==> src/rtl/spi_arb_pkg.sv <==
// Shared types and constants for the SPI Wishbone port arbiter.
package spi_arb_pkg;

  typedef enum logic [2:0] {
    S_IDLE,
    S_FWD,
    S_ACK,
    S_LOCK,
    S_RELEASE
  } state_t;

  // adr[2] selects between the spi_master data and control registers
  localparam logic SPI_REG_DATA = 1'b0;
  localparam logic SPI_REG_CTRL = 1'b1;

  localparam logic [3:0]  REL_SEL = 4'b1000;
  localparam logic [31:0] REL_DAT = 32'hFF00_0000;
  localparam logic [31:0] REL_ADR = {29'd0, SPI_REG_CTRL, 2'b00};

  // A write that reaches the chip-select byte of the control register
  function automatic logic is_cs_write(input logic [31:0] adr, input logic we,
                                       input logic [3:0] sel);
    return (adr[2] == SPI_REG_CTRL) && (adr[2] != SPI_REG_DATA) && we && sel[3];
  endfunction

endpackage

==> src/rtl/spi_arbiter_rr_pick.sv <==
// Combinational round-robin picker: first active request after last_i.
module rr_pick #(
  parameter int NREQ = 2,
  parameter int IW   = $clog2(NREQ)
) (
  input  logic [NREQ-1:0] req_i,
  input  logic [IW-1:0]   last_i,
  output logic            valid_o,
  output logic [IW-1:0]   idx_o
);

  logic [IW-1:0] j;

  // Walk offsets from farthest to nearest so the nearest hit wins.
  always_comb begin
    valid_o = 1'b0;
    idx_o   = '0;
    j       = '0;
    for (int i = NREQ; i >= 1; i--) begin
      j = IW'((int'(last_i) + i) % NREQ);
      if (req_i[j]) begin
        valid_o = 1'b1;
        idx_o   = j;
      end
    end
  end

endmodule

==> src/rtl/spi_arbiter.sv <==
// Round-robin arbiter sharing one spi_master Wishbone port among NREQ masters.
// Optional lock timeout release is enabled with `define SPI_ARB_TIMEOUT_EN.
module spi_arbiter
  import spi_arb_pkg::*;
#(
  parameter int NREQ         = 2,
  parameter int COUNT        = 4,
  parameter int LOCK_TIMEOUT = 1000000
) (
  input  logic                       clk_i,
  input  logic                       rst_i,
  input  logic [NREQ-1:0]            req_cyc_i,
  input  logic [NREQ-1:0]            req_stb_i,
  input  logic [NREQ-1:0]            req_we_i,
  input  logic [NREQ-1:0][31:0]      req_adr_i,
  input  logic [NREQ-1:0][3:0]       req_sel_i,
  input  logic [NREQ-1:0][31:0]      req_dat_i,
  output logic [NREQ-1:0][31:0]      req_dat_o,
  output logic [NREQ-1:0]            req_ack_o,
  output logic [NREQ-1:0]            req_stall_o,
  output logic                       spi_cyc_o,
  output logic                       spi_stb_o,
  output logic                       spi_we_o,
  output logic [31:0]                spi_adr_o,
  output logic [3:0]                 spi_sel_o,
  output logic [31:0]                spi_dat_o,
  input  logic [31:0]                spi_dat_i,
  input  logic                       spi_ack_i,
  output logic                       lock_expired_o
);

  localparam int IW = $clog2(NREQ);

  state_t          state_q, state_d;
  logic [IW-1:0]   owner_q, owner_d, last_q, last_d;
  logic            lock_q, lock_d;
  logic [31:0]     adr_q, adr_d, wdat_q, wdat_d, rdat_q, rdat_d;
  logic [3:0]      sel_q, sel_d;
  logic            we_q, we_d;
  logic [NREQ-1:0] ack_q, ack_d;

  logic [NREQ-1:0] cand, own_mask, pick_req;
  logic            pick_vld, accept;
  logic [IW-1:0]   pick_idx;

`ifdef SPI_ARB_TIMEOUT_EN
  localparam int CW = $clog2(LOCK_TIMEOUT + 1);
  logic [CW-1:0] cnt_q, cnt_d;
  logic          exp_q, exp_d, rel_sent_q, rel_sent_d;
`endif

  assign cand     = req_cyc_i & req_stb_i;
  assign own_mask = {{(NREQ-1){1'b0}}, 1'b1} << owner_q;
  // While locked, only the owner is a candidate.
  assign pick_req = (state_q == S_LOCK) ? (cand & own_mask) : cand;

  rr_pick #(.NREQ(NREQ), .IW(IW)) u_pick (
    .req_i   (pick_req),
    .last_i  (last_q),
    .valid_o (pick_vld),
    .idx_o   (pick_idx)
  );

  assign accept = rst_i && pick_vld && (state_q == S_IDLE || state_q == S_LOCK);

  always_comb begin
    req_stall_o = '1;
    if (accept) req_stall_o[pick_idx] = 1'b0;
  end

  for (genvar g = 0; g < NREQ; g++) begin : g_dat
    assign req_dat_o[g] = rdat_q;
  end

  assign req_ack_o = ack_q & {NREQ{rst_i}};
`ifdef SPI_ARB_TIMEOUT_EN
  assign lock_expired_o = exp_q & rst_i;
`else
  assign lock_expired_o = 1'b0;
`endif

  always_comb begin
    state_d = state_q;
    owner_d = owner_q;
    last_d  = last_q;
    lock_d  = lock_q;
    adr_d   = adr_q;
    wdat_d  = wdat_q;
    sel_d   = sel_q;
    we_d    = we_q;
    rdat_d  = rdat_q;
    ack_d   = '0;
`ifdef SPI_ARB_TIMEOUT_EN
    cnt_d      = '0;
    exp_d      = 1'b0;
    rel_sent_d = 1'b0;
`endif
    case (state_q)
      S_IDLE, S_LOCK: begin
        if (accept) begin
          owner_d = pick_idx;
          adr_d   = req_adr_i[pick_idx];
          wdat_d  = req_dat_i[pick_idx];
          sel_d   = req_sel_i[pick_idx];
          we_d    = req_we_i[pick_idx];
          state_d = S_FWD;
        end
`ifdef SPI_ARB_TIMEOUT_EN
        else if (state_q == S_LOCK) begin
          if (cnt_q == CW'(LOCK_TIMEOUT - 1)) state_d = S_RELEASE;
          else                                cnt_d   = cnt_q + 1'b1;
        end
`endif
      end
      S_FWD: state_d = S_ACK;
      S_ACK: begin
        if (spi_ack_i) begin
          rdat_d         = spi_dat_i;
          ack_d[owner_q] = req_cyc_i[owner_q];
          if (is_cs_write(adr_q, we_q, sel_q))
            lock_d = (wdat_q[COUNT+23:24] != {COUNT{1'b1}});
          if (lock_d) begin
            state_d = S_LOCK;
          end else begin
            state_d = S_IDLE;
            last_d  = owner_q;
          end
        end
      end
`ifdef SPI_ARB_TIMEOUT_EN
      S_RELEASE: begin
        rel_sent_d = 1'b1;
        if (spi_ack_i) begin
          lock_d     = 1'b0;
          exp_d      = 1'b1;
          last_d     = owner_q;
          rel_sent_d = 1'b0;
          state_d    = S_IDLE;
        end
      end
`endif
      default: state_d = S_IDLE;
    endcase
  end

  // Downstream drive is gated by reset so cyc drops in the first reset cycle.
  always_comb begin
    spi_cyc_o = 1'b0;
    spi_stb_o = 1'b0;
    spi_we_o  = 1'b0;
    spi_adr_o = '0;
    spi_sel_o = '0;
    spi_dat_o = '0;
    if (rst_i) begin
      case (state_q)
        S_FWD, S_ACK: begin
          spi_cyc_o = 1'b1;
          spi_stb_o = (state_q == S_FWD);
          spi_we_o  = we_q;
          spi_adr_o = adr_q;
          spi_sel_o = sel_q;
          spi_dat_o = wdat_q;
        end
`ifdef SPI_ARB_TIMEOUT_EN
        S_RELEASE: begin
          spi_cyc_o = 1'b1;
          spi_stb_o = !rel_sent_q;
          spi_we_o  = 1'b1;
          spi_adr_o = REL_ADR;
          spi_sel_o = REL_SEL;
          spi_dat_o = REL_DAT;
        end
`endif
        default: ;
      endcase
    end
  end

  always_ff @(posedge clk_i) begin
    if (!rst_i) begin
      state_q <= S_IDLE;
      owner_q <= '0;
      last_q  <= IW'(NREQ - 1);
      lock_q  <= 1'b0;
      adr_q   <= '0;
      wdat_q  <= '0;
      sel_q   <= '0;
      we_q    <= 1'b0;
      rdat_q  <= '0;
      ack_q   <= '0;
`ifdef SPI_ARB_TIMEOUT_EN
      cnt_q      <= '0;
      exp_q      <= 1'b0;
      rel_sent_q <= 1'b0;
`endif
    end else begin
      state_q <= state_d;
      owner_q <= owner_d;
      last_q  <= last_d;
      lock_q  <= lock_d;
      adr_q   <= adr_d;
      wdat_q  <= wdat_d;
      sel_q   <= sel_d;
      we_q    <= we_d;
      rdat_q  <= rdat_d;
      ack_q   <= ack_d;
`ifdef SPI_ARB_TIMEOUT_EN
      cnt_q      <= cnt_d;
      exp_q      <= exp_d;
      rel_sent_q <= rel_sent_d;
`endif
    end
  end

endmodule

==> config.mk <==
export PLATFORM = sky130hd
export DESIGN_NAME = spi_arbiter
export DESIGN_NICKNAME = d
export VERILOG_FILES = /design/src/rtl/spi_arb_pkg.sv /design/src/rtl/spi_arbiter_rr_pick.sv /design/src/rtl/spi_arbiter.sv
export SDC_FILE = /design/constraint.sdc
export NUM_CORES = 1
export LEC_CHECK = 0
export ABC_AREA = 1
export BUFFER_PORTS_ARGS = -buffer_cell sky130_fd_sc_hd__buf_2
export CORE_AREA = 5 5 121 123
export DETAILED_ROUTE_END_ITERATION = 6
export DIE_AREA = 0 0 126 128
export PLACE_DENSITY_LB_ADDON = 0.12
export SYNTH_ARGS = -nofsm -noshare
export SYNTH_HDL_FRONTEND = slang
export SYNTH_HIERARCHICAL = 1
export SYNTH_SLANG_ARGS = --single-unit
==> constraint.sdc <==
create_clock -name clk_i -period 2 [get_ports clk_i]
set_input_delay 0.4 -clock clk_i [delete_from_list [all_inputs] [get_ports clk_i]]
set_output_delay 0.4 -clock clk_i [all_outputs]
set_load 0.05 [all_outputs]
### After elaboration in Yosys (flattened, before gate mapping)

Cells that the tools add are included.

* bits in registers: 109
* logic and storage cells: 89
* output and inout port bits: 140

* bitwise logic cells: 6
* add/sub/neg operators: 2
* magnitude comparators: 6
* shift operators: 1
* multiplexer cells: 43
* reduce and logical (&&, ||, !) cells: 15
* equality and inequality tests: 6

Operator list (number)
* $mux 32: 8
* $mux 1: 23
* $mux 4: 4
* $pmux 3 s3: 1
* $and 2x2->2: 4
* $lt 1x2->1 const B: 4
* $eq 3x2->1 const B: 2
* $logic_and 1x1->1: 6
* $mux 2: 3
* $mux 3: 2
* $reduce_and 2->1: 3
* $reduce_and 3->1: 2
* $ne 2x2->1 const B: 2
* $ne 4x4->1 const B: 1
* $reduce_or 2->1: 2
* $eq 3x1->1 const B: 1
* $logic_not 3->1: 1
* $add 1x1->1 const B: 2
* $demux 1 s1: 2
* $ge 1x1->1 const B: 2
* $not 2->2: 1
* $shl 1x1->2 const A: 1
* $logic_or 1x1->1: 1
* $not 1->1: 1

### Logic depth before layout (Yosys ltp)

Gate-level depths: netlist of run 1.

* depth in word-level cells: 13
* depth in mapped cells: 11
* gate-level depth less buffers: 9

### By module

The synthesis of run 1 kept the hierarchy.

Modules (own cells, without submodules)
* spi_arbiter: instances 1, area an instance 5447.7 um2, cells an instance 880
* rr_pick: instances 1, area an instance 15.0 um2, cells an instance 3

### Worst setup path after synthesis of run 1

No wires, ideal clock.

* path type: register -> output
* start point: register state_q[0]
* end point: output port spi_adr_o[10]
* arrival: 2.084 ns
* stages on the path, launching flop included: 8
* slack: -0.484 ns
* path buffers: 2
* required time: 1.600 ns
* path through: dfxtp_1 -> inv_1 -> ha_1 -> inv_1 -> clkbuf_1 -> buf_2 -> nand2_1 -> nor2_1

* longest elaborated chain between the ends: 4

Ends and longest elaborated chain
* start, declared: line spi_arbiter.sv:34 `state_t state_q, state_d;`
* start signal, assigned: line spi_arbiter.sv:197 `state_q <= state_d;`
* $eq 3x1->1 or $eq 3x2->1 (tied branches): line spi_arbiter.sv:155 `case (state_q)`
* $reduce_or 2->1 *: line spi_arbiter.sv:155
* $mux 32 *: line spi_arbiter.sv:155
* $mux 32 *: line spi_arbiter.sv:154 `if (rst_i) begin`
* end, declared: line spi_arbiter.sv:24 `output logic [31:0] spi_adr_o,`

Every way passes the cells marked *; elsewhere a longest branch is shown, timed or not.

### Worst setup path after layout of run 1

* start point: register state_q[0]
* end point: output port req_stall_o[0]

* longest elaborated chain between the ends: 12

Ends and longest elaborated chain
* $eq 3x2->1 *: line spi_arbiter.sv:55 `assign pick_req = (state_q == S_LOCK) ? (cand & own_mask) : cand;`
* $mux 2 *: line spi_arbiter.sv:55
* named net pick_req[0]: line spi_arbiter.sv:42 `logic [NREQ-1:0] cand, own_mask, pick_req;`
* $mux 1 (not written as such) (2 in a row): line spi_arbiter_rr_pick.sv:21 `if (req_i[j]) begin`
* $mux 1: line spi_arbiter_rr_pick.sv:21
* $mux 1 *: line spi_arbiter_rr_pick.sv:21
* named net pick_idx: line spi_arbiter.sv:44 `logic [IW-1:0] pick_idx;`
* $lt 1x2->1 (not written as such) or $ge 1x1->1 (tied branches): line spi_arbiter.sv:68 `if (accept) req_stall_o[pick_idx] = 1'b0;`
* $logic_and 1x1->1 (not written as such): line spi_arbiter.sv:68
* $mux 1 (not written as such): line spi_arbiter.sv:68
* $demux 1 s1 *: line spi_arbiter.sv:68
* $not 2->2 (no source line) *
* $mux 2 *: line spi_arbiter.sv:68
* end, declared: line spi_arbiter.sv:20 `output logic [NREQ-1:0] req_stall_o,`

Mark *: on every way through the listed nets, which the timed path passes. The rest lies on a longest branch. The select of a mux whose other input is x is not followed.

==> summary.md, run 1 <==
| Metric | Value |
|---|---|
| Status | finished with violations |
| Failing checks | setup timing |
| Pleak | 4.09 nW |
| Port buffer count | 315 |
| Post-DRT Antenna Nets | 0 |
| Met2 usage | 0.382 |
| Worst path slowest cell | dfxtp_4 |
| RR Startpoint | state_q[0] |
| Area growth syn-to-layout | 50.9% |
| Largest cells by area after synthesis | dfxtp_1 (40%), nand2_1 (23%), a21oi_1 (10%), nor2_1 (9.6%), buf_4 (4.9%) |
| Wire per inst | 14.0 um |
| Synth top area share | 0.396 |
| RSZ-0062 raised after global routing | yes |
| Slowest stage delay, CP | 0.37 ns |
| CP required | 1.60 ns |
| Min-delay src | req_cyc_i[1] |
| Worst-Skew Late Latency | 0.35 ns |
| Post-Syn Nets | 1,063 |
| Yosys synthesis warning count | 6 |
| Die ar. | 0.0161 mm^2 |
| Worst VDD drop | 0.390 mV |
| Largest net degree at the start of global routing | 45 |
| Period utilisation layout | 1.06 |
| Post-Syn Area | 0.00546 mm^2 |
| Synth cell types | 20 |
| Final number of setup-violating endpoints | 69 |
| Worst-path clk slew | 0.07 ns |
| PnR worst setup slack | -0.121 ns |
| Syn_area_per_cell | 6.19 um^2 |
| Final Non-Filler Cells | 1,340 |
| Min cycle time layout | 2.12 ns |
| I/O pins | 317 |
| CP Class | register to output port |
| Final Net Count | 1,334 |
| Clock Tree Buf Depth | 2 |
| Class of the worst hold path | input pin to register |
| Via count | 6,262 |
| Final Skew | 0.00458 ns |
| Crit-path max FO | 3 |
| Clock Tree Root | clkbuf_16 |
| CTS Buf Count | 9 |
| Initial DRC count | 374 |
| CTS sink count | 108 |
| # Max-Cap Violations | 0 |
| Max Freq | 0.472 GHz |
| DP Cell Count | 1,316 |
| CTS tree | done |
| First-pass GRT wire length | 29,300 um |
| Total GRT Usage | 0.222 |
| Die Y | 128 um |
| Post-synth top area cell | dfxtp_1 |
| Hold depth | 3 |
| CTS Hold Bufs | 0 |
| Starting Density | 0.403 |
| Drt drc | 0 |
| CP bufs+invs | 4 |
| Post-Synthesis Cells | 883 |
| DIE WIDTH | 126 um |
| DP HPWL | 13,800 um |
| Hold Vio Cnt, Final | 0 |
| CP top delay family | buffers and inverters |
| Row cnt | 43 |
| Most used routing layer in global routing | met2 |
| Met1 usage | 0.272 |
| Initial DRT Pass Iterations | 4 |
| Sequential area share after synthesis | 0.396 |
| Worst path arrival time | 1.72 ns |
| PD cells | 1010 mW/mm^2 |
| Share of layout cells above drive strength 1 | 0.376 |
| Crit. End Element | output port |
| Global route overflow | 0 |
| Setup TNS | -2.92 ns |
| Flops & latches, synth | 108 |
| Cells on worst reg2reg path | 10 |
| Worst path cell trace | ha_4 > a21oi_2 > buf_4 > a21oi_4 > buf_6 > nor2_4 > clkinvlp_4 > buf_8 |
| Reg2reg setup slack | 0.17 ns |
| Worst R2R End | wdat_q[11] |
| CP Launch Type | register |
| Max Slew Vio Count | 0 |
| H-tree Lvls | 3 |
| Vias/cell | 4.67 |
| Core area | 0.0136 mm^2 |
| Hold endpoint | ack_q[1] |
| Initial antenna violation count | 0 |
| Number of global-route vias before repair | 5,877 |
| RD Place Congestion | 0.847 |
| Final wirelength | 18,800 um |
| M3 GR Usage | 0.0654 |
[cell type report]
cell class / count / area (um^2)
flip-flops and latches: 108 / 2170
clock buffers: 9 / 225
repair buffers: 350 / 2450
inverters: 55 / 224
clock inverters: 7 / 82.6
fillers: 1346 / 5310
diodes: 1 / 2.50
multi-input cells: 630 / 2870
well taps: 180 / 225
[how the worst max path moves through the flow]
stage	start	endpoint	slack, ns	depth (start not counted)
after detailed placement	req_cyc_i[0]	req_stall_o[1]	0.05	8
after global placement	req_cyc_i[0]	req_stall_o[1]	0.04	8
after CTS	state_q[0]	req_stall_o[0]	-0.14	7
after global routing	state_q[1]	req_stall_o[1]	-0.20	8
final	state_q[0]	req_stall_o[0]	-0.12	8
after floorplan	rst_i	spi_adr_o[30]	-0.25	5
[through the flow]
step / total power, mW / hold WS, ns / setup slack [ns] / utilization / area (um^2)
floorplan: 5.29 / 0.429 / -0.247 / - / 5660
global placement: 6.20 / 0.453 / 0.0397 / 0.541 / 7330
detailed placement: 6.22 / 0.453 / 0.0523 / 0.541 / 7330
CTS: 8.30 / 0.278 / -0.135 / 0.601 / 8150
global route: 8.80 / 0.285 / -0.202 / 0.608 / 8240
finish: 8.31 / 0.295 / -0.121 / 0.608 / 8250
[timing repair]
| action | CTS | global route |
|---|---|---|
| cloned | 0 | 1 |
| pin swaps | 9 | 0 |
| setup endpoints to repair | 72 | 71 |
| buffers inserted | 6 | 0 |
| gates resized for setup | 152 | 18 |
[per-layer routing]
metal	wire (um)	part of all wire
met3	1660	0.088
met2	9240	0.49
met5	0	0
met4	295	0.016
met1	7630	0.41
[synthesized netlist by cell type]
master,number
a211oi_1,1
a21oi_1,112
buf_1,3
buf_2,11
buf_4,36
clkbuf_1,40
clkinv_1,1
conb_1,1
dfxtp_1,108
ha_1,3
inv_1,52
inv_2,2
nand2_1,332
nand3_1,5
nand3_4,1
nor2_1,139
nor2_4,1
nor3_1,1
o21ai_0,33
or2_1,1
[cells in the final DEF (no fill, tap or decap), drive strengths merged]
cell type	instances
conb	1
buf	349
diode	1
bufinv	1
nor3	1
o21ai	33
a21oi	112
or2	1
a211oi	1
nand2	332
ha	3
nor2	140
clkinv	1
inv	56
nand3	6
clkbuf	10
dfxtp	108
clkinvlp	4
[state kept, by name, indices dropped and copies added (netlist names)]
name and cells:
last_q 1, state_q 2, ack_q 2, owner_q 1, sel_q 4, rdat_q 32
we_q 1, lock_q 1, wdat_q 32, adr_q 32
[power by group]
group / leakage, nW / internal [mW] / switching, mW
Combinational: 3.06 / 1.22 / 2.53
Sequential: 0.880 / 2.49 / 0.221
Clock: 0.145 / 0.992 / 0.854
[kinds of logic (layout without fill, tap and decap cells)]
kind of cell | count (synthesis) | in the layout | synth area share
adder cells (fa/ha/maj) | 3 | 3 | 0.00687
buffers and inverters | 145 | 421 | 0.127
other | 1 | 2 | 0.000686
AND/OR/NAND/NOR | 480 | 480 | 0.336
AO/OA/AOI/OAI | 146 | 146 | 0.134
flip-flops | 108 | 108 | 0.396
[worst reg2reg max path, cell delays in order, from the launching register on]
cell	delay [ns]
dfxtp_4	0.37
ha_4	0.17
a21oi_2	0.14
or2_4	0.15
nand3_4	0.10
buf_4	0.16
buf_4	0.15
inv_1	0.15
buf_12	0.16
nand2_1	0.07
a21oi_1	0.14
Power figures use the tool's default switching activity.
==> inputs of run 2 (changes only) <==
HOLD_SLACK_MARGIN = 0.06   (was unset)
SETUP_SLACK_MARGIN = 0.1   (was unset)
SLEW_MARGIN = 20   (was unset)
==> summary.md, run 2 (synthesized netlist as in run 1, its figures left out) <==
| Metric | Value |
|---|---|
| Status | finished with violations (unchanged) |
| Failing checks | setup timing (unchanged) |
| PD cells | 1040 mW/mm^2 (was 1010 mW/mm^2) |
| First-pass GRT wire length | 31,500 um (was 29,300 um) |
| Hold Vio Cnt, Final | 0 (unchanged) |
| Row cnt | 43 (unchanged) |
| Starting Density | 0.403 (unchanged) |
| CP Class | register to output port (unchanged) |
| Via count | 6,567 (was 6,262) |
| Most frequent cells in the layout | nand2_1 (262), buf_2 (243), dfxtp_1 (105), a21oi_1 (104), nor2_1 (69) (was nand2_1 (332), buf_2 (243), a21oi_1 (109), dfxtp_1 (105), nor2_1 (89)) |
| Cells on worst reg2reg path | 16 (was 10) |
| Post-layout util | 0.720 (was 0.608) |
| Top Registers | adr_q: 32 flops, rdat_q: 32 flops, wdat_q: 32 flops (unchanged) |
| Critical Path Sink | spi_adr_o[11] (was req_stall_o[0]) |
| Final wirelength | 22,000 um (was 18,800 um) |
| Port buffer count | 315 (unchanged) |
| CP required | 1.60 ns (about the same) |
| Clk pwr share | 0.181 (was 0.222) |
| RD Place Congestion | 0.825 (was 0.847) |
| Wire per inst | 16.0 um (was 14.0 um) |
| Post-DRT Antenna Nets | 0 (unchanged) |
| Clock Tree Buf Depth | 2 (unchanged) |
| PnR worst setup slack | -0.192 ns (was -0.121 ns) |
| DIE WIDTH | 126 um (unchanged) |
| H-tree Lvls | 3 (unchanged) |
| Initial DRT Pass Iterations | 6 (was 4) |
| CP Launch Type | register (unchanged) |
| Number of global-route vias before repair | 6,091 (was 5,877) |
| Worst path arrival time | 1.79 ns (was 1.72 ns) |
| Design Area, Final | 0.00976 mm^2 (was 0.00825 mm^2) |
| Class of the worst hold path | input pin to register (unchanged) |
| Worst R2R End | state_q[0] (was wdat_q[11]) |
| Worst-Skew Late Latency | 0.36 ns (was 0.35 ns) |
| Min cycle time layout | 2.19 ns (was 2.12 ns) |
| Most common cell after layout, fill and taps aside | nand2_1 (unchanged) |
| I/O pins | 317 (unchanged) |
| Sw Share | 0.446 (was 0.434) |
| Vias/cell | 4.79 (was 4.67) |
| Area growth syn-to-layout | 78.6% (was 50.9%) |
| DP Cell Count | 1,317 (was 1,316) |
| Final Non-Filler Cells | 1,372 (was 1,340) |
| Clock Tree Root | clkbuf_16 (unchanged) |
| Crit-path max FO | 7 (was 3) |
| Register share of total power | 0.275 (was 0.326) |
| Worst-path clk slew | 0.07 ns (about the same) |
| Max Slew Vio Count | 0 (unchanged) |
| Crit. End Element | output port (unchanged) |
| CTS Buf Count | 9 (unchanged) |
| Initial antenna violation count | 2 (was 0) |
| Die ar. | 0.0161 mm^2 (unchanged) |
| RR Startpoint | state_q[0] (unchanged) |
| Final hold slack | 0.284 ns (was 0.295 ns) |
| Final Power | 10.2 mW (was 8.31 mW) |
| Total GRT Usage | 0.245 (was 0.222) |
| Worst VDD drop | 0.691 mV (was 0.390 mV) |
| Share of layout cells above drive strength 1 | 0.473 (was 0.376) |
| Final Skew | 0.00548 ns (was 0.00458 ns) |
| Fillers | 1,147 (was 1,346) |
| Period utilisation layout | 1.10 (was 1.06) |
| Largest net degree at the start of global routing | 40 (was 45) |
| Crit path from | state_q[0] (unchanged) |
| DP HPWL | 14,000 um (was 13,800 um) |
| Max Freq | 0.456 GHz (was 0.472 GHz) |
| Drt drc | 0 (unchanged) |
| Final number of setup-violating endpoints | 71 (was 69) |
| RSZ-0062 raised after global routing | yes (unchanged) |
| # Max-Cap Violations | 0 (unchanged) |
| Reg2reg setup slack | -0.08 ns (was 0.17 ns) |
| Combinational power share | 0.545 (was 0.452) |
| Initial DRC count | 375 (was 374) |
| Global route overflow | 0 (unchanged) |
| Worst path slowest cell | dfxtp_4 (unchanged) |
| Pleak | 5.08 nW (was 4.09 nW) |
| CTS sink count | 108 (unchanged) |
| Final Net Count | 1,366 (was 1,334) |
| CTS tree | done (unchanged) |
| Core area | 0.0136 mm^2 (unchanged) |
| Switching pwr | 4.55 mW (was 3.61 mW) |
| Worst path cell trace | inv_4 > ha_4 > clkinv_8 > buf_12 > clkbuf_16 > nand2_4 > nor2_4 > buf_8 (was ha_4 > a21oi_2 > buf_4 > a21oi_4 > buf_6 > nor2_4 > clkinvlp_4 > buf_8) |
| Die Y | 128 um (unchanged) |
| Slowest stage delay, CP | 0.39 ns (was 0.37 ns) |
| Cell-internal power | 5.64 mW (was 4.70 mW) |
| Area post-placement | 0.00765 mm^2 (was 0.00733 mm^2) |
run 2: changes by cell type in the layout (fill, tap and decap cells not counted), sizes merged:
cell	delta
clkinv	+5
clkinvlp	-2
inv	-3
clkbuf	+6
buf	+26
run 2: worst min-delay path by stage:
stage,startpoint,endpoint,depth (start not counted)
2_1_floorplan,last_q,last_q,2
3_3_place_gp,wdat_q[12],wdat_q[12],2
3_5_place_dp,wdat_q[16],wdat_q[16],2
4_1_cts,req_cyc_i[0],ack_q[0],3
5_1_grt,spi_dat_i[10],rdat_q[10],3
6_report,req_cyc_i[1],ack_q[1],3
run 2: critical path: cells and delay by family, from the launching register on:
family | cells | cell delay (ns)
fa+ha+maj | 1 | 0.31
buf+inv | 5 | 0.63
flops | 1 | 0.39
simple gates | 2 | 0.10
run 2: metrics by stage:
stage | TNS, ns | worst slack (ns)
after floorplan | 0 | 0.0653
after global placement | 0 | 0.0567
after detailed placement | 0 | 0.0318
after CTS | -8.24 | -0.172
after global routing | -12.39 | -0.253
final | -8.33 | -0.192
run 2: what timing repair did:
action                     4_1_cts  5_1_grt
hold buffers                     0        0
setup endpoints to repair       72      141
buffers inserted                21        6
cloned                           5        9
resized for setup              229      142
pin swaps                       20       43
run 2: cell type report:
type,instances,area (um^2),area share
Timing Repair Buffer,382,3140,0.322
Clock inverter,7,75.1,0.00769
Sequential cell,108,2170,0.222
Multi-Input combinational cell,630,3680,0.377
Tap cell,180,225,0.0231
Antenna cell,1,2.50,0.000256
Clock buffer,9,225,0.0231
Inverter,55,239,0.0245
run 2: routing by layer:
| metal | track usage | vias to the layer above | share of wire |
|---|---|---|---|
| met5 | 0 | - | 0.00041 |
| met4 | 0.0795 | 2 | 0.026 |
| met3 | 0.0792 | 42 | 0.088 |
| met2 | 0.436 | 272 | 0.52 |
| met1 | 0.278 | 2949 | 0.37 |
| li1 | - | 3302 | - |
run 2: power groups by stage:
stage	clock (mW)	sequential, mW	combinational (mW)
global route	1.96	2.85	5.84
detailed placement	0	2.75	3.50
CTS	1.88	2.74	4.73
floorplan	0	3.17	2.30
finish	1.84	2.80	5.55
global placement	0	2.75	3.48
==> inputs of run 3 (changes only) <==
ABC_AREA = unset   (was 1)
CELL_PAD_IN_SITES_DETAIL_PLACEMENT = 1   (was unset)
CELL_PAD_IN_SITES_GLOBAL_PLACEMENT = 2   (was unset)
CORE_AREA = unset   (was 5 5 121 123)
CORE_MARGIN = 5   (was unset)
CORE_UTILIZATION = 24   (was unset)
DIE_AREA = unset   (was 0 0 126 128)
HOLD_SLACK_MARGIN = unset   (was 0.06)
==> summary.md, run 3 <==
| Metric | Value |
|---|---|
| Status | finished with violations (unchanged) |
| Failing checks | setup timing (unchanged) |
| Via count | 5,633 (was 6,567) |
| Worst-path clk slew | 0.08 ns (was 0.07 ns) |
| Total GRT Usage | 0.165 (was 0.245) |
| PD cells | 986 mW/mm^2 (was 1040 mW/mm^2) |
| H-tree Lvls | 3 (unchanged) |
| I/O pins | 317 (unchanged) |
| Setup TNS | -23.51 ns (was -8.33 ns) |
| Area growth syn-to-layout | 79.4% (was 78.6%) |
| Top Registers | adr_q: 32 flops, rdat_q: 32 flops, wdat_q: 32 flops (unchanged) |
| Yosys synthesis warning count | 6 (unchanged) |
| CTS Buf Count | 9 (unchanged) |
| Class of the worst hold path | input pin to register (unchanged) |
| Synth Flop Type | dfxtp_1 (unchanged) |
| Most used cell, CP | buf_6 |
| Synth cell types | 30 (was 20) |
| Clock Tree Buf Depth | 2 (unchanged) |
| Max Freq | 0.442 GHz (was 0.456 GHz) |
| Cell with the most instances after synthesis | nand2_1 (unchanged) |
| Largest net degree at the start of global routing | 52 (was 40) |
| Initial DRT Pass Iterations | 4 (was 6) |
| CP top delay family | simple AND/OR/NAND/NOR gates (was buffers and inverters) |
| Worst VDD drop | 0.397 mV (was 0.691 mV) |
| PnR worst setup slack | -0.263 ns (was -0.192 ns) |
| Starting Density | 0.242 (was 0.403) |
| Die ar. | 0.0259 mm^2 (was 0.0161 mm^2) |
| Vias/cell | 4.62 (was 4.79) |
| Worst path cell trace | ha_4 > and2b_4 > buf_6 > clkbuf_16 > and2_2 > buf_6 (was inv_4 > ha_4 > clkinv_8 > buf_12 > clkbuf_16 > nand2_4 > nor2_4 > buf_8) |
| Top cells by count, synth | nand2_1 (137), dfxtp_1 (108), and2_1 (74) (was nand2_1 (332), nor2_1 (139), a21oi_1 (112)) |
| Final number of setup-violating endpoints | 141 (was 71) |
| RR Startpoint | state_q[0] (unchanged) |
| First-pass GRT wire length | 34,100 um (was 31,500 um) |
| Most common cell after layout, fill and taps aside | buf_2 (was nand2_1) |
| Port buffer count | 315 (unchanged) |
| Number of global-route vias before repair | 6,040 (was 6,091) |
| Crit-path max FO | 10 (was 7) |
| Global route overflow | 0 (unchanged) |
| Crit. End Element | output port (unchanged) |
| Flops & latches, synth | 108 (unchanged) |
| Drt drc | 0 (unchanged) |
| Switching pwr | 3.79 mW (was 4.55 mW) |
| Sw Share | 0.392 (was 0.446) |
| Period utilisation layout | 1.13 (was 1.10) |
| Final wirelength | 24,200 um (was 22,000 um) |
| DP HPWL | 14,700 um (was 14,000 um) |
| CP Class | register to output port (unchanged) |
| Crit path from | state_q[1] (was state_q[0]) |
| Worst R2R End | adr_q[20] (was state_q[0]) |
| Share of layout cells above drive strength 1 | 0.564 (was 0.473) |
| Wire per inst | 19.8 um (was 16.0 um) |
| Slowest stage delay, CP | 0.37 ns (was 0.39 ns) |
| Worst path slowest cell | dfxtp_4 (unchanged) |
| Row cnt | 55 (was 43) |
| Post-synth ARST share | 0 (unchanged) |
| Hold Vio Cnt, Final | 0 (unchanged) |
| RSZ-0062 raised after global routing | yes (unchanged) |
| Post-synth top area cell | dfxtp_1 (unchanged) |
| CP required | 1.60 ns (about the same) |
| Critical Path Sink | spi_dat_o[7] (was spi_adr_o[11]) |
| Worst-Skew Late Latency | 0.35 ns (was 0.36 ns) |
| Die Y | 161 um (was 128 um) |
| DP Worst Slack | -0.0502 ns (was 0.0318 ns) |
| Pleak | 5.06 nW (was 5.08 nW) |
| Final Net Count | 1,108 (was 1,366) |
| Sequential area share after synthesis | 0.395 (was 0.396) |
| Synth top area share | 0.395 (was 0.396) |
| Cells on worst reg2reg path | 13 (was 16) |
| CTS sink count | 108 (unchanged) |
| Register share of total power | 0.292 (was 0.275) |
| Post-DRT Antenna Nets | 0 (unchanged) |
| CP bufs+invs | 3 (was 5) |
| Reg2reg setup slack | -0.21 ns (was -0.08 ns) |
| Most frequent cells in the layout | buf_2 (241), nand2_1 (135), dfxtp_1 (106), buf_8 (70), o211a_1 (69) (was nand2_1 (262), buf_2 (243), dfxtp_1 (105), a21oi_1 (104), nor2_1 (69)) |
| Max Slew Vio Count | 0 (unchanged) |
| # Max-Cap Violations | 0 (unchanged) |
| DIE WIDTH | 161 um (was 126 um) |
| Initial DRC count | 213 (was 375) |
| EDFF count, synth | 0 (unchanged) |
| Final hold slack | 0.293 ns (was 0.284 ns) |
| Least-Margin Pin Slew | 0.582 ns |
| WP depth | 6 (was 8) |
| Final Non-Filler Cells | 1,219 (was 1,372) |
| Min cycle time layout | 2.26 ns (was 2.19 ns) |
| Clock Tree Root | clkbuf_16 (unchanged) |
| Final Skew | 0.0111 ns (was 0.00548 ns) |
| Combinational power share | 0.517 (was 0.545) |
| Post-Syn Nets | 786 (was 1,063) |
| Largest cells by area after synthesis | dfxtp_1 (40%), mux2i_1 (13%), o211a_1 (13%), nand2_1 (9.4%), and2_1 (8.5%) (was dfxtp_1 (40%), nand2_1 (23%), a21oi_1 (10%), nor2_1 (9.6%), buf_4 (4.9%)) |
| RD Place Congestion | 0.711 (was 0.825) |
| Initial antenna violation count | 1 (was 2) |
| Post-layout util | 0.435 (was 0.720) |
| DP Cell Count | 1,141 (was 1,317) |
| Post-Syn Area | 0.00547 mm^2 (was 0.00546 mm^2) |
| Worst path arrival time | 1.86 ns (was 1.79 ns) |
| Core area | 0.0226 mm^2 (was 0.0136 mm^2) |
| CTS tree | done (unchanged) |
| Clk pwr share | 0.192 (was 0.181) |
| CP Launch Type | register (unchanged) |
| Post-Synthesis Cells | 606 (was 883) |
| Min-delay src | spi_dat_i[15] (was req_cyc_i[1]) |
| Slew headroom | 0.612 |
| Cell-internal power | 5.89 mW (was 5.64 mW) |
| Syn_area_per_cell | 9.03 um^2 (was 6.19 um^2) |
==> run 3: metal layers <==
| metal | up-vias | part of all wire | global-route usage |
|---|---|---|---|
| met4 | 2 | 0.022 | 0.0562 |
| met3 | 34 | 0.056 | 0.0367 |
| met1 | 2707 | 0.42 | 0.201 |
| met5 | - | 0.00054 | 0 |
| met2 | 206 | 0.50 | 0.290 |
| li1 | 2684 | - | - |
==> run 3: how the worst min path moves through the flow <==
stage	end	slack [ns]	depth (start not counted)
6_report	rdat_q[15]	0.29	3
5_1_grt	rdat_q[1]	0.28	3
4_1_cts	rdat_q[13]	0.28	3
3_5_place_dp	rdat_q[26]	0.47	2
3_3_place_gp	rdat_q[11]	0.46	2
2_1_floorplan	wdat_q[11]	0.46	1
==> run 3: final cells by class <==
type / count / area [um^2]
clock inverter: 7 / 73.8
multi-input combinational: 410 / 3270
sequential: 108 / 2170
clock buffer: 9 / 225
fill: 2540 / 12800
antenna: 1 / 2.50
tap: 285 / 357
timing repair buffer: 394 / 3700
inverter: 5 / 21.3
==> run 3: logic make-up (layout without fill, tap and decap cells) <==
logic type / Yosys count / count (layout) / share of synthesized area
AND/OR/NAND/NOR: 221 / 221 / 0.190
flip-flops: 108 / 108 / 0.395
other: 1 / 2 / 0.000685
AO/OA/AOI/OAI: 115 / 115 / 0.185
adder cells (fa/ha/maj): 3 / 3 / 0.00686
multiplexers: 70 / 70 / 0.128
buffers and inverters: 88 / 415 / 0.0931
==> run 3: worst register-to-register path, cell delays in order (launching register included) <==
cell      delay (ns)
dfxtp_4         0.36
buf_4           0.14
ha_4            0.17
a21oi_2         0.16
buf_4           0.14
a21boi_4        0.06
buf_12          0.15
buf_12          0.12
buf_16          0.14
buf_12          0.14
buf_16          0.14
mux2i_2         0.20
nand2_1         0.08
o211a_1         0.12
==> run 3: per-stage QoR <==
stage | power, mW | cell area, um^2
CTS | 9.20 | 9200
floorplan | 5.09 | 5600
detailed placement | 5.94 | 7280
finish | 9.68 | 9810
global placement | 5.86 | 7280
global route | 10.2 | 9810
==> run 3: power by group through the flow <==
stage          Clock (mW)  Combinational [mW]  Sequential, mW
6_report             1.85                5.00            2.82
5_1_grt              2.03                5.30            2.87
4_1_cts              1.94                4.45            2.81
3_5_place_dp            0                3.12            2.83
3_3_place_gp            0                3.05            2.81
2_1_floorplan           0                2.09            2.99
==> run 3: repair_timing <==
item	CTS	global route
gates resized for setup	294	78
gates cloned	17	16
pin swaps	32	65
hold buffers	0	0
buffers inserted	20	12
setup endpoints to repair	142	143
